File: config.mk
export PLATFORM = sky130hd
export DESIGN_NAME = fifo_pop_ctrl
export DESIGN_NICKNAME = d
export VERILOG_FILES = /design/src/rtl/fifo_pop_ctrl.sv
export SDC_FILE = /design/constraint.sdc
export NUM_CORES = 1
export LEC_CHECK = 0
export CORE_UTILIZATION = 50
export CTS_BUF_LIST = sky130_fd_sc_hd__clkbuf_8
export CTS_CLUSTER_SIZE = 10
export DETAILED_ROUTE_END_ITERATION = 10
export HOLD_SLACK_MARGIN = 0.06
export PLACE_DENSITY = 0.85
export SETUP_SLACK_MARGIN = 0.1
export SYNTH_ARGS = -nofsm -noshare
export SYNTH_HDL_FRONTEND = slang
export SYNTH_SLANG_ARGS = --single-unit
File: constraint.sdc
create_clock -name clk -period 2.68 [get_ports clk]
set_clock_uncertainty 0.05 [all_clocks]
set_input_delay 0.804 -clock clk [delete_from_list [all_inputs] [get_ports clk]]
set_output_delay 0.804 -clock clk [all_outputs]
set_load 0.03 [all_outputs]
File: src/rtl/fifo_pop_ctrl.sv
// rtl/fifo_pop_ctrl.sv - FIFO consumer-side pop controller with local FWFT buffer; optional counters under POP_CTRL_STATS_EN
module fifo_pop_ctrl #(
  parameter int BITNUMBER  = 6,
  parameter int DEPTH      = 4,
  parameter int RD_TIMEOUT = 4
) (
  input  logic                     clk,
  input  logic                     reset,
  input  logic                     enable,
  input  logic                     flush,
  input  logic                     fifo_can_pop,
  input  logic                     fifo_empty,
  input  logic [BITNUMBER-1:0]     fifo_data_out,
  input  logic                     fifo_valid_read,
  output logic                     fifo_rd,
  output logic [BITNUMBER-1:0]     out_data,
  output logic                     out_valid,
  input  logic                     out_ready,
  output logic [$clog2(DEPTH):0]   occupancy,
  output logic                     flush_done,
  output logic                     miss,
  output logic                     error
`ifdef POP_CTRL_STATS_EN
  ,
  output logic [15:0]              pop_count,
  output logic [15:0]              miss_count
`endif
);

  localparam int AW = $clog2(DEPTH);
  localparam int OW = AW + 1;
  localparam int TW = $clog2(RD_TIMEOUT + 1);
  localparam logic [OW-1:0] FULL = OW'(DEPTH);
  localparam logic [TW-1:0] TMAX = TW'(RD_TIMEOUT);

  typedef enum logic [1:0] {S_IDLE, S_ISSUE, S_WAIT, S_FLUSH} state_t;

  state_t                 state, state_next;
  logic [TW-1:0]          timer, timer_next, timer_inc;
  logic                   flush_pend;
  logic [BITNUMBER-1:0]   mem [DEPTH];
  logic [AW-1:0]          wr_ptr, rd_ptr;
  logic                   push, pop, stray;

  // The timer counts cycles since the strobe (0 during ISSUE) and saturates.
  assign timer_inc = (timer == TMAX) ? timer : timer + TW'(1);

  // Any returned word is kept while there is room; a word outside WAIT or into a full buffer is an error.
  assign push  = fifo_valid_read && (occupancy != FULL);
  assign pop   = out_valid && out_ready;
  assign stray = fifo_valid_read && ((state != S_WAIT) || (occupancy == FULL));

  assign fifo_rd    = (state == S_ISSUE);
  assign flush_done = (state == S_FLUSH);
  assign out_data   = mem[rd_ptr];
  assign out_valid  = (occupancy != '0);

  // Next-state logic: flow-control flags only matter in IDLE; a word landing on the deadline cycle still counts.
  always_comb begin
    state_next = state;
    timer_next = timer;
    miss       = 1'b0;
    case (state)
      S_IDLE: begin
        timer_next = '0;
        if (flush || flush_pend) begin
          state_next = S_FLUSH;
        end else if (enable && fifo_can_pop && !fifo_empty && (occupancy != FULL)) begin
          state_next = S_ISSUE;
        end
      end
      S_ISSUE: begin
        timer_next = timer_inc;
        state_next = S_WAIT;
      end
      S_WAIT: begin
        timer_next = timer_inc;
        if (fifo_valid_read) begin
          state_next = S_IDLE;
        end else if (timer == TMAX) begin
          miss       = 1'b1;
          state_next = S_IDLE;
        end
      end
      S_FLUSH: begin
        timer_next = '0;
        state_next = S_IDLE;
      end
      default: begin
        timer_next = '0;
        state_next = S_IDLE;
      end
    endcase
  end

  // State and timer registers.
  always_ff @(posedge clk) begin
    if (reset) begin
      state <= S_IDLE;
      timer <= '0;
    end else begin
      state <= state_next;
      timer <= timer_next;
    end
  end

  // A flush seen mid-read is remembered until the FSM gets back to IDLE.
  always_ff @(posedge clk) begin
    if (reset) begin
      flush_pend <= 1'b0;
    end else if (state == S_FLUSH) begin
      flush_pend <= 1'b0;
    end else if (flush && ((state == S_ISSUE) || (state == S_WAIT))) begin
      flush_pend <= 1'b1;
    end
  end

  // Sticky protocol error flag.
  always_ff @(posedge clk) begin
    if (reset) begin
      error <= 1'b0;
    end else if (stray) begin
      error <= 1'b1;
    end
  end

  // Circular first-word-fall-through buffer; flush clears pointers and overrides any push/pop.
  always_ff @(posedge clk) begin
    if (reset) begin
      for (int i = 0; i < DEPTH; i++) mem[i] <= '0;
      wr_ptr    <= '0;
      rd_ptr    <= '0;
      occupancy <= '0;
    end else if (state == S_FLUSH) begin
      wr_ptr    <= '0;
      rd_ptr    <= '0;
      occupancy <= '0;
    end else begin
      if (push) begin
        mem[wr_ptr] <= fifo_data_out;
        wr_ptr      <= wr_ptr + AW'(1);
      end
      if (pop) begin
        rd_ptr <= rd_ptr + AW'(1);
      end
      case ({push, pop})
        2'b10:   occupancy <= occupancy + OW'(1);
        2'b01:   occupancy <= occupancy - OW'(1);
        default: occupancy <= occupancy;
      endcase
    end
  end

`ifdef POP_CTRL_STATS_EN
  logic capture;
  assign capture = (state == S_WAIT) && fifo_valid_read && (occupancy != FULL);

  // Saturating counters of captured words and timeouts.
  always_ff @(posedge clk) begin
    if (reset) begin
      pop_count  <= '0;
      miss_count <= '0;
    end else begin
      if (capture && (pop_count != 16'hFFFF)) pop_count <= pop_count + 16'd1;
      if (miss && (miss_count != 16'hFFFF)) miss_count <= miss_count + 16'd1;
    end
  end
`endif

endmodule

=== Word level (Yosys, flattened, before mapping) ===
Memory sizes are Yosys's and may differ from the RTL's. A register that Yosys moved wholly into a read port is not among the register bits.
Cells that the tools add are included.

* Equality and inequality tests: 12
* Reduce and logical (&&, ||, !) cells: 19
* Muxes and demuxes: 22
* $add $sub $neg: 5

{| class="wikitable"
|+ Operators with widths
! cell !! count
|-
| $mux 2 || 7
|-
| $pmux 3 s2 || 2
|-
| $mux 1 || 10
|-
| $ne 3x3->1 const B || 3
|-
| $pmux 2 s4 || 1
|-
| $logic_and 1x1->1 || 7
|-
| $add 3x1->3 const B || 2
|-
| $eq 2x2->1 const B || 3
|-
| $eq 3x3->1 const B || 2
|-
| $mux 6 || 1
|-
| $reduce_or 2->1 || 3
|-
| $reduce_or 6->1 || 1
|-
| $add 2x1->2 const B || 2
|-
| $eq 2x1->1 const B || 2
|-
| $ne 2x2->1 const B || 2
|-
| $logic_or 1x1->1 || 3
|-
| $mux 3 || 1
|-
| $reduce_bool 3->1 || 1
|-
| $sub 3x1->3 const B || 1
|-
| $logic_not 2->1 || 1
|-
| $reduce_and 2->1 || 1
|-
| $reduce_bool 2->1 || 1
|-
| $logic_not 1->1 || 1
|}

* Input bits: 14
* Bits in writable memories: 24
* Memories: 1
* Bits in registers: 14

{| class="wikitable"
|+ Memory list
! memory !! depth !! width !! rd ports !! clocked after memory_dff !! wr ports !! RTL line !! RTL
|-
| mem || 4 || 6 || 1 || 1 || 4 || 41 || <nowiki>logic [BITNUMBER-1:0] mem [DEPTH];</nowiki>
|}

=== Longest topological paths before layout ===
Gate-level depths: netlist of the first run.

* Depth in word-level cells: 8
* Mapped depth: 8
* Mapped depth without buffers: 8

=== Worst setup path before layout of the first run ===
OpenSTA, ideal clock, no wires.

* Path kind: input to output
* Start: input fifo_valid_read
* End: output miss
* Arrival: 1.531 ns
* Path buffers: 0
* Path slack: 0.295 ns
* Cell stages on the path: 1
* Cell sequence: nor3b_1

* Longest elaborated chain between the ends: 2

{| class="wikitable"
|+ Ends and longest elaborated chain
! what !! RTL line !! RTL
|-
| from (decl) || 14 || <nowiki>input logic fifo_valid_read,</nowiki>
|-
| $mux 1 || 78 || <nowiki>if (fifo_valid_read) begin</nowiki>
|-
| $mux 1 || 63 || <nowiki>case (state)</nowiki>
|-
| to (decl) || 21 || <nowiki>output logic miss,</nowiki>
|}

Every way passes these cells.

=== Final worst setup path of the first run ===
Ends and elaborated chain as after synthesis.

==> results.yml, run 1 <==
final_layout:
  nFillCells: 266
  layout_common_cells: "and2_1 (24), edfxtp_1 (24), clkdlybuf4s50_1 (19)"
  diodes: 0
  syn2layout_area_growth_pct: 27.68
  drive_gt1_share_pct: 19.10
  nets: 221
  finalInstanceArea_mm2: 0.002419
synth:
  syn_area_per_cell_um2: 12.38
  yosysWarnings: 0
  synth_seq_cells: 40
  synth_edf_count: 24
  synth_flop_cell: "edfxtp_1"
  syn-num-nets: 176
  syn_inst: 153
  synthArstFlopShare_pct: 0
  synthDistinctLibCells: 35
  synth_area_mm2: 0.001894
  ys_seq_area_share_pct: 54.95
floorplanning:
  core-area_mm2: 0.003468
  dieArea_mm2: 0.004039
  dieHeight_um: 63.55
  rows: 21
  start_util_pct: 54.62
  io_pins: 28
  die_x_um: 63.55
global_routing:
  grt_max_degree: 13
  grt_pass1_wl_um: 6348
  grt_pass1_vias: 1385
  grt_usage_pct: 21.37
  gr-total-overflow: 0
  antenna_found_initial: 0
timing:
  finalHoldViolCount: 0
  max_freq_mhz: 395.8
  fin_crit_ps: 2526
  post-route-period-util_pct: 94.27
  hold_slack_ps: 441.5
  tightest_slew_ps: 405.6
  rsz0062_at_grt: "no"
  maxSlewViolCount: 0
  relSlewSlack_pct: 72.81
  setup_violations: 0
worst_setup_path:
  cp-startpoint: "fifo_valid_read"
  crit_buf_inv: 2
  worst-r2r-setup-slack_ps: 410
  worst_setup_path_start_kind: "primary input"
  cp_max_fo: 3
  rr_worst_depth: 8
  slowest_delay_ps: 460
  cp.arrival_ps: 1670
  criticalPathCategory: "in2out"
  r2r_end: "occupancy[2]$_SDFFE_PP0P_"
  r2r_start: "occupancy[2]$_SDFFE_PP0P_"
  crit_slowest_cell: "clkdlybuf4s50_1"
  critPathCaptureType: "output port"
  critPathCapture: "miss"
  crit_chain: "clkdlybuf4s50_1 > nor3b_1 > buf_4"
  critPathTopFamily: "buffers and inverters"
  required_ps: 1830
  crit_cells: 3
clock_tree:
  clkTransAtPathRegs_ps: 70
  clk-insertion-delay-late_ps: 290
  cts.sinks: 40
  h-tree-depth: 2
  cts_buffers: 5
  cts_tree: "built"
  postCtsHoldBufs: 0
  cts-root-buf: "clkbuf_8"
  post_cts_buffers: 0
  ctsLongestPathBuffers: 2
route:
  drc: 0
  wire_per_inst_um: 15.45
  firstDrtPassIters: 4
  via_count: 1284
  drtIter0Drc: 41
  ant_nets: 0
  wirelength_um: 3786
  viasPerCell: 5.241
hold_path:
  hold_path.class: "reg2reg"
  holdCritStartpoint: "error$_SDFFE_PP0P_"
power:
  peakVddDrop_mv: 0.5493
  leakage_nw: 0.9713
  power_mw: 2.249
  power_density_mw_per_mm2: 930.0
outcome:
  status: "finished, final reports clean"
run:
  cap_violations: 0
placement:
  gp_congestion: 0.7683
  hpwl_um: 2872
  portBuffers: 27
  placed_area_mm2: 0.002320
logic make-up after synthesis:
group,synth area share [%]
AOI/OAI and AO/OA,4.359
xor gates and xnor gates,3.237
adders and majority gates,6.341
buffers and inverters,2.312
DFF,54.95
muxes,8.190
and+or+nand+nor,20.61
worst reg2reg max path: cells and delay by family (launching register included):
family | cells | cell delay [ps]
simple gates | 3 | 820
fa+ha+maj | 2 | 560
flops | 1 | 420
xor+xnor | 1 | 160
compound gates | 1 | 140
buf+inv | 1 | 60
state kept, by name, indices dropped and copies added, names as in the netlist, named ones only:
signal      cells
occupancy       3
rd_ptr          2
timer           3
error           1
state           2
mem            24
flush_pend      1
wr_ptr          2
how the worst min path moves through the flow:
stage,to,slack (ps),depth (start not counted)
floorplan,flush_pend$_SDFFE_PP0P_,390,2
global placement,flush_pend$_SDFFE_PP0P_,410,2
detailed placement,error$_SDFFE_PP0P_,420,2
CTS,error$_SDFFE_PP0P_,450,2
global route,error$_SDFFE_PP0P_,470,2
finish,error$_SDFFE_PP0P_,440,2
power breakdown:
part | switching [mW] | total [mW] | internal (mW) | leakage, nW
logic | 0.481 | 0.894 | 0.413 | 0.531
clock network | 0.199 | 0.472 | 0.272 | 0.0593
registers | 0.106 | 0.883 | 0.778 | 0.381
total | 0.785 | 2.25 | 1.46 | 0.971
cell usage after synthesis (2+ instances only):
| cell | number | area share, % |
|---|---|---|
| ha_1 | 8 | 5.3 |
| xor2_1 | 5 | 2.3 |
| o21ai_0 | 2 | 0.53 |
| buf_2 | 2 | 0.53 |
| mux2i_1 | 2 | 1.1 |
| dfxtp_1 | 16 | 17 |
| edfxtp_1 | 24 | 38 |
| nand2_1 | 10 | 2.0 |
| nor3_2 | 2 | 1.1 |
| inv_1 | 8 | 1.6 |
| a21oi_1 | 5 | 1.3 |
| xnor2_1 | 2 | 0.92 |
| or2_1 | 3 | 0.99 |
| and2_1 | 24 | 7.9 |
| nor2_1 | 15 | 3.0 |
| mux4_2 | 6 | 7.1 |
metal layers:
layer / global-route usage, % / routed length (um)
met5: 0 / 0
met4: 10.80 / 108
met3: 4.891 / 136
met2: 39.23 / 2067
met1: 22.46 / 1474
repair_timing:
item,CTS,global route
setup endpoints to repair,7,0
gates resized for setup,7,0
endpoints found under the hold margin,0,0
final cells by class:
type / count / area (um^2) / share of cell area, %
flip-flops and latches: 40 / 1041 / 43.04
multi-input cells: 102 / 809.5 / 33.47
repair buffers: 40 / 369.1 / 15.26
clock buffers: 5 / 68.82 / 2.845
well taps: 46 / 57.56 / 2.380
clock inverters: 3 / 38.79 / 1.604
inverters: 9 / 33.78 / 1.397
per-stage QoR:
| step | std cells | setup WS [ps] | util, % | TNS, ps |
|---|---|---|---|---|
| 2_1_floorplan | 153 | 295.4 | - | 0 |
| 3_3_place_gp | 237 | 27.42 | 66.88 | 0 |
| 3_5_place_dp | 237 | -64.63 | 66.88 | -64.63 |
| 4_1_cts | 245 | 148.1 | 69.73 | 0 |
| 5_1_grt | 245 | 106.7 | 69.73 | 0 |
| 6_report | 245 | 153.5 | 69.73 | 0 |
Power figures use the tool's default switching activity.
==> inputs of run 2 (changes only) <==
--- a/config.mk
+++ b/config.mk
@@ -11,6 +11,7 @@
 export DETAILED_ROUTE_END_ITERATION = 10
 export HOLD_SLACK_MARGIN = 0.06
 export PLACE_DENSITY = 0.85
+export RECOVER_POWER = 25
 export SETUP_SLACK_MARGIN = 0.1
 export SYNTH_ARGS = -nofsm -noshare
 export SYNTH_HDL_FRONTEND = slang
==> constraint.sdc (replaced) <==
create_clock -name clk -period 2.68 [get_ports clk]
set_clock_uncertainty 0.05 [all_clocks]
set_input_delay 0.536 -clock clk [delete_from_list [all_inputs] [get_ports clk]]
set_output_delay 0.536 -clock clk [all_outputs]
set_load 0.03 [all_outputs]
==> run 2 against run 1 <==
Die area unchanged. Setup slack better by 47 ps. Final cell count down 2.9%. Register-to-register slack worse by 170 ps. Sequential share of layout area up 1.4 points. First-iteration DRC count up 46%. Combinational power down 6.7%. Design area down 3.1%. Clock power up 2%. Wire length down 6.3%.
==> results.yml, run 2 (synthesized netlist as in run 1, its figures left out) <==
floorplanning:
  dieArea_mm2: 0.004039
  dieHeight_um: 63.55
  io_pins: 28
  core-area_mm2: 0.003468
  start_util_pct: 54.62
  rows: 21
  die_x_um: 63.55
final_layout:
  finalInstanceArea_mm2: 0.002345
  diodes: 0
  nets: 214
  syn2layout_area_growth_pct: 23.78
  seq_area_mm2: 0.001042
  drive_gt1_share_pct: 13.02
  top_register: "mem"
  top_regs: "mem x24, occupancy x3, timer x3"
  largest_reg_flops: 24
  layout_common_cells: "and2_1 (24), edfxtp_1 (24), clkdlybuf4s50_1 (23)"
  multi_input_area_um2: 798.3
  nFillCells: 264
timing:
  finalHoldViolCount: 0
  max_freq_mhz: 403.3
  maxSlewViolCount: 0
  relSlewSlack_pct: 71.95
  setup_violations: 0
  fin_crit_ps: 2479
  tightest_slew_ps: 420.8
  post-route-period-util_pct: 92.51
  setup_tns_ps: 0
  rsz0062_at_grt: "no"
route:
  ant_nets: 0
  via_count: 1251
  firstDrtPassIters: 4
  wirelength_um: 3546
  wire_per_inst_um: 14.90
  drc: 0
  drtIter0Drc: 60
  viasPerCell: 5.256
global_routing:
  antenna_found_initial: 0
  grt_pass1_vias: 1291
  grt_pass1_wl_um: 5975
  gr-total-overflow: 0
  grt_usage_pct: 20.38
  grt_max_degree: 13
worst_setup_path:
  criticalPathCategory: "reg2out"
  cp_max_fo: 6
  r2r_start: "occupancy[2]$_SDFFE_PP0P_"
  worst_setup_path_start_kind: "flip-flop"
  cp.arrival_ps: 1890
  required_ps: 2090
  critPathCaptureType: "output port"
clock_tree:
  cts.sinks: 40
  ctsLongestPathBuffers: 2
  cts-root-buf: "clkbuf_8"
  h-tree-depth: 2
  clk-insertion-delay-late_ps: 290
  post_cts_buffers: 0
  clkTransAtPathRegs_ps: 80
  cts_tree: "built"
  cts_buffers: 5
power:
  power_mw: 2.216
  peakVddDrop_mv: 0.5372
  power_density_mw_per_mm2: 945.0
  leakage_nw: 0.9132
outcome:
  status: "finished, final reports clean"
run:
  cap_violations: 0
hold_path:
  hold_path.class: "reg2reg"
  holdCritStartpoint: "flush_pend$_SDFFE_PP0P_"
placement:
  gp_congestion: 0.7625
  hpwl_um: 2572
  placed_area_mm2: 0.002257
  portBuffers: 27
==> run 2: cell count changes in the layout (fill, tap and decap cells not counted), sizes merged <==
cell	before	now
clkinv	1	2
dlygate4sd3	0	3
dlygate4sd2	7	0
clkbuf	5	8
buf	14	3
clkdlybuf4s50	19	23
dlymetal6s2s	0	1
inv	10	9
==> run 2: timing repair <==
item | 4_1_cts | 5_1_grt
pin swaps | 0 | 0
resized for setup | 1 | 1
setup endpoints to repair | 6 | 1
hold buffers | 0 | 0
==> run 2: report_power, final <==
group          total (mW)  switching, mW  internal (mW)
sequential          0.899          0.119          0.780
combinational       0.834          0.439          0.395
clock               0.483          0.211          0.271
total                2.22          0.770           1.45
==> run 2: final cells by class <==
class,count,share of cell area [%]
multi-input cells,102,34.04
repair buffers,33,13.07
clock inverters,3,1.601
well taps,46,2.455
clock buffers,5,2.935
inverters,9,1.441
flip-flops and latches,40,44.45
==> run 2: worst max-delay path, stage by stage, from the launching register on <==
cell and delay (ps):
dfxtp_2 460, mux4_2 540, clkdlybuf4s50_1 600
==> run 2: worst paths after layout <==
path                               end  slack [ps]  depth (start not counted)
min            flush_pend$_SDFFE_PP0P_         430                          2
max                        out_data[3]         200                          2
min reg2reg    flush_pend$_SDFFE_PP0P_         430                          2
max reg2reg  occupancy[2]$_SDFFE_PP0P_         240                          8
==> run 2: through the flow <==
step	utilization [%]	worst slack, ps	std cells	hold slack [ps]
6_report	67.60	200.8	238	431.1
5_1_grt	67.60	116.5	238	480.0
4_1_cts	68.18	123.1	238	438.4
3_5_place_dp	65.08	100.8	230	421.0
3_3_place_gp	65.08	162.7	230	409.6
2_1_floorplan	-	301.0	153	387.4
==> run 2: per-layer routing <==
metal | GRT usage [%] | share of wire (%) | vias to the layer above
met5 | 0 | 0 | -
met4 | 9.659 | 2.1 | 0
met3 | 5.797 | 5.2 | 6
met2 | 34.97 | 52 | 34
met1 | 23.13 | 41 | 601
li1 | - | - | 610
==> patch 1 (flow settings as in run 2) <==
Build with the macro `POP_CTRL_STATS_EN` defined.
--- a/src/rtl/fifo_pop_ctrl.sv
+++ b/src/rtl/fifo_pop_ctrl.sv
@@ -1,4 +1,6 @@
 // rtl/fifo_pop_ctrl.sv - FIFO consumer-side pop controller with local FWFT buffer; optional counters under POP_CTRL_STATS_EN
+`define POP_CTRL_STATS_EN
+
 module fifo_pop_ctrl #(
   parameter int BITNUMBER  = 6,
   parameter int DEPTH      = 4,
Formal check against the unedited RTL (old outputs only; new: miss_count and pop_count): equivalent (equiv_simple and equiv_induct, registers matched by name and starting in step).
==> patch 1 against run 2 <==
Utilization down 2.5 points; sequential cell count up 32; area after synthesis up 87%; synthesized cell count up 130%; clock power up 51%; first-iteration DRC count up 120%; worst setup slack worse by 34 ps; total power up 39%; cell area up 90%; count of clock-buffer cells in the layout up 4; routed wire length up 120%; sequential power up 51%; register-to-register slack better by 30 ps.
==> patch 1: results (changes against run 2) <==
layout cell share with drive strength beyond 1=11.7% (-1.3 points); Iter 0 DRT Violations=132 (+120%); R2R depth=6 (-2); Vias=2,962 (+140%); Total GRT Usage=22.2% (+1.8 points); hpwl dp=5.67 mm (+120%); PortBufs=59 (+120%); YS warnings=0 (unchanged); wl on met1=3.44 mm (+140%); clk_lat worst skew=350 ps (+60 ps); RD Place Congestion=0.846 (+11%); CTS H-Tree Depth=3 (+1); Most used DFF post-synth=dfxtp_1; leakage power=0.00150 uW (+65%); top cells by count, synth=dfxtp_1, a21oi_1, and2_1, edfxtp_1, nor2_1; largest net degree at the start of global routing=44 (+31); Fillers=563 (+110%); # nets final=455 (+110%); metal3 WL=405 um (+120%); critical register-to-register path endpoint=pop_count[13]; Distinct cells, synth=48 (+37%); sequential-to-total area share from yosys stat=47.5% (-7.5 points); final wirelength=7.83 mm (+120%); vias in the first global route=2,814 (+120%); routed wl met2=3.87 mm (+110%); top cells by area, synth=dfxtp_1, edfxtp_1, and2_1; worst rel slew slack=39.8% (-32 points); met3 usage=6.16% (+0.36 points); DP Worst Slack=30.0 ps (-70.8 ps); Gate Count Post-Synth=357 (+130%); status=finished clean
-- patch 1: kinds of logic (layout without fill, tap and decap cells) --
logic type               count (synthesis)  after routing  synth area share [%]
adder cells (fa/ha/maj)                 11             11                  4.10
XOR/XNOR                                 7              7                  1.73
AO/OA/AOI/OAI                           75             75                  13.0
buffers and inverters                   30            108                  3.36
flip-flops                              72             72                  47.5
AND/OR/NAND/NOR                        153            153                  25.5
multiplexers                             9              9                  4.77
-- patch 1: worst register-to-register path: stages, from the launching register on --
cell and delay [ps]:
dfxtp_1 360, or3b_2 220, clkbuf_1 370, nand4_1 310, a2111oi_0 480, buf_4 190, mux2_2 320
-- patch 1: area by class of cell --
| cell class | instances | area, sq um | share of cell area (%) |
|---|---|---|---|
| flip-flops and latches | 72 | 1680 | 37.9 |
| multi-input cells | 255 | 1730 | 38.8 |
| clock buffers | 9 | 124 | 2.79 |
| repair buffers | 76 | 694 | 15.6 |
| well taps | 96 | 120 | 2.70 |
| clock inverters | 7 | 38.8 | 0.873 |
| inverters | 16 | 60.1 | 1.35 |
-- patch 1: power breakdown --
part	switching, uW	internal, uW	total, uW	leakage [uW]
combinational	540	450	990	0.000773
sequential	98.7	1260	1360	0.000639
clock	403	327	730	0.0000923
-- patch 1: worst max-delay path by stage --
stage,endpoint,depth (start not counted),from
floorplan,occupancy[2],9,occupancy[0]
global placement,miss_count[9],6,fifo_valid_read
detailed placement,miss_count[8],5,fifo_valid_read
CTS,out_data[1],2,flop
global route,pop_count[13],6,occupancy[2]
finish,out_data[1],2,flop
-- patch 1: per-stage QoR --
stage / hold slack (ps) / std cells
2_1_floorplan: 387 / 357
3_3_place_gp: 409 / 515
3_5_place_dp: 409 / 515
4_1_cts: 427 / 531
5_1_grt: 444 / 531
6_report: 424 / 531
==> patch 2 (flow settings as in run 2) <==
Made on the original files. The 4 states of `state_t` get a one-hot encoding in 4 bits.
--- a/src/rtl/fifo_pop_ctrl.sv
+++ b/src/rtl/fifo_pop_ctrl.sv
@@ -33,7 +33,7 @@
   localparam logic [OW-1:0] FULL = OW'(DEPTH);
   localparam logic [TW-1:0] TMAX = TW'(RD_TIMEOUT);
 
-  typedef enum logic [1:0] {S_IDLE, S_ISSUE, S_WAIT, S_FLUSH} state_t;
+  typedef enum logic [3:0] {S_IDLE = 4'b0001, S_ISSUE = 4'b0010, S_WAIT = 4'b0100, S_FLUSH = 4'b1000} state_t;
 
   state_t                 state, state_next;
   logic [TW-1:0]          timer, timer_next, timer_inc;
Formal check against the unedited RTL: same outputs for any inputs over 4 cycles, from zero or initial values and one cycle with reset high; so few cycles prove little.
==> patch 2 against run 2 <==
Total power decreased by 16%; first-iteration DRC count shrank 1.7%; cell area fell by 0.75%; sequential cell count is 2 higher; routed wire length decreased by 3.4%; worst setup slack worse by 8.0 ps; sequential share of layout area increased by 2.1 points; area after synthesis rose by 2.5%; critical path type unchanged.
==> patch 2: results (changes against run 2) <==
first-pass GRT wire length=6.06 mm (+1.4%); status=finished clean; largest registers=mem: 24 flops, state: 4 flops; Distinct cells, synth=40 (+14%); Worst Hold End=state[1]; Hold Path Depth=1 (-1); Post-Synth XOR/XNOR Area=3.16% (-0.079 points); top cells by count, synth=edfxtp_1, nor2_1, dfxtp_1, nor3_1, inv_1; Iter 0 DRT Violations=59 (-1.7%); layout cell share with drive strength beyond 1=10.4% (-2.6 points); hpwl dp=2.50 mm (-2.9%); # nets final=218 (+1.9%); RD Place Congestion=0.785 (+3.0%); top cells by area, synth=edfxtp_1, dfxtp_1, mux4_2; Worst EP arrival=around 1900 ps; leakage power=0.000835 uW (-8.6%); sequential-to-total area share from yosys stat=55.7% (+0.72 points); post-synthesis adder-cell area fraction=2.96% (-3.4 points); post-synthesis compound-gate area fraction=6.70% (+2.3 points); Worst-Margin Slew=983 ps (+562 ps); crit-path max FO=7 (+1); DP Area=2250 sq um (-0.50%); reg-to-reg slack, setup=320 ps (+80 ps); CTS Buffer Depth=2 (unchanged); EDFF count, synth=24 (unchanged); vias in the first global route=1,333 (+3.3%); Vias=1,348 (+7.8%); Total GRT Usage=19.5% (-0.87 points); largest net degree at the start of global routing=27 (+14); WL/cell=13.8 um (-7.7%); post-synthesis mux area share=6.96% (-1.2 points)
-- patch 2: cell types whose count changed in the layout (fill, tap and decap cells not counted), sizes merged, moves of 3 or more --
| cell | change |
|---|---|
| nor2 | +6 |
| or2 | -3 |
| and2 | -24 |
| nor4 | +6 |
| ha | -5 |
| nor3 | +12 |
| inv | +5 |
-- patch 2: stage by stage --
step | setup slack, ps | std cells | hold slack [ps] | util, %
after floorplan | 136 | 170 | 372 | -
after global placement | 147 | 241 | 386 | 60.9
after detailed placement | 41.3 | 241 | 403 | 60.9
after CTS | 125 | 249 | 417 | 63.2
after global routing | 58.5 | 249 | 428 | 63.1
final | 193 | 249 | 416 | 63.1
-- patch 2: kinds of logic after synthesis --
kind of cell,after synthesis
simple gates,69
flops,42
buf+inv,23
compound gates,19
xor+xnor,7
mux,6
fa+ha+maj,4
-- patch 2: worst max-delay path: stages, from the launching register on --
cell and delay (ps):
dfxtp_1 480, or2b_1 280, nor3_1 160, clkdlybuf4s50_1 700
-- patch 2: worst max-delay path by stage --
stage / end / start / cells after the start
3_5_place_dp: occupancy[2] / fifo_valid_read / 8
5_1_grt: miss / fifo_valid_read / 5
2_1_floorplan: occupancy[2] / occupancy[2] / 9
4_1_cts: occupancy[2] / occupancy[2] / 8
6_report: fifo_rd / state[1] / 3
3_3_place_gp: occupancy[2] / fifo_valid_read / 8
-- patch 2: area by class of cell --
type / count / area, sq um
clock buffer: 5 / 68.8
sequential: 42 / 1080
timing repair buffer: 31 / 293
inverter: 15 / 56.3
tap: 48 / 60.1
clock inverter: 3 / 16.3
multi-input combinational: 105 / 749
fill: 310 / 1360
-- patch 2: routing by layer --
metal  global-route usage [%]  routed length, um
met5                        0                  0
met4                     7.78                 46
met3                     5.71                174
met2                     32.6               1720
met1                     23.5               1480
-- patch 2: where the power goes --
group          internal (uW)  switching [uW]  total (uW)
logic                    294             328         622
clock network            178             200         378
registers                767            88.8         855
total                   1240             616        1860
-- patch 2: what timing repair did --
item | 4_1_cts | 5_1_grt
buffers inserted | 0 | 0
resized for setup | 2 | 2
gates cloned | 0 | 0
endpoints found under the setup margin | 7 | 1
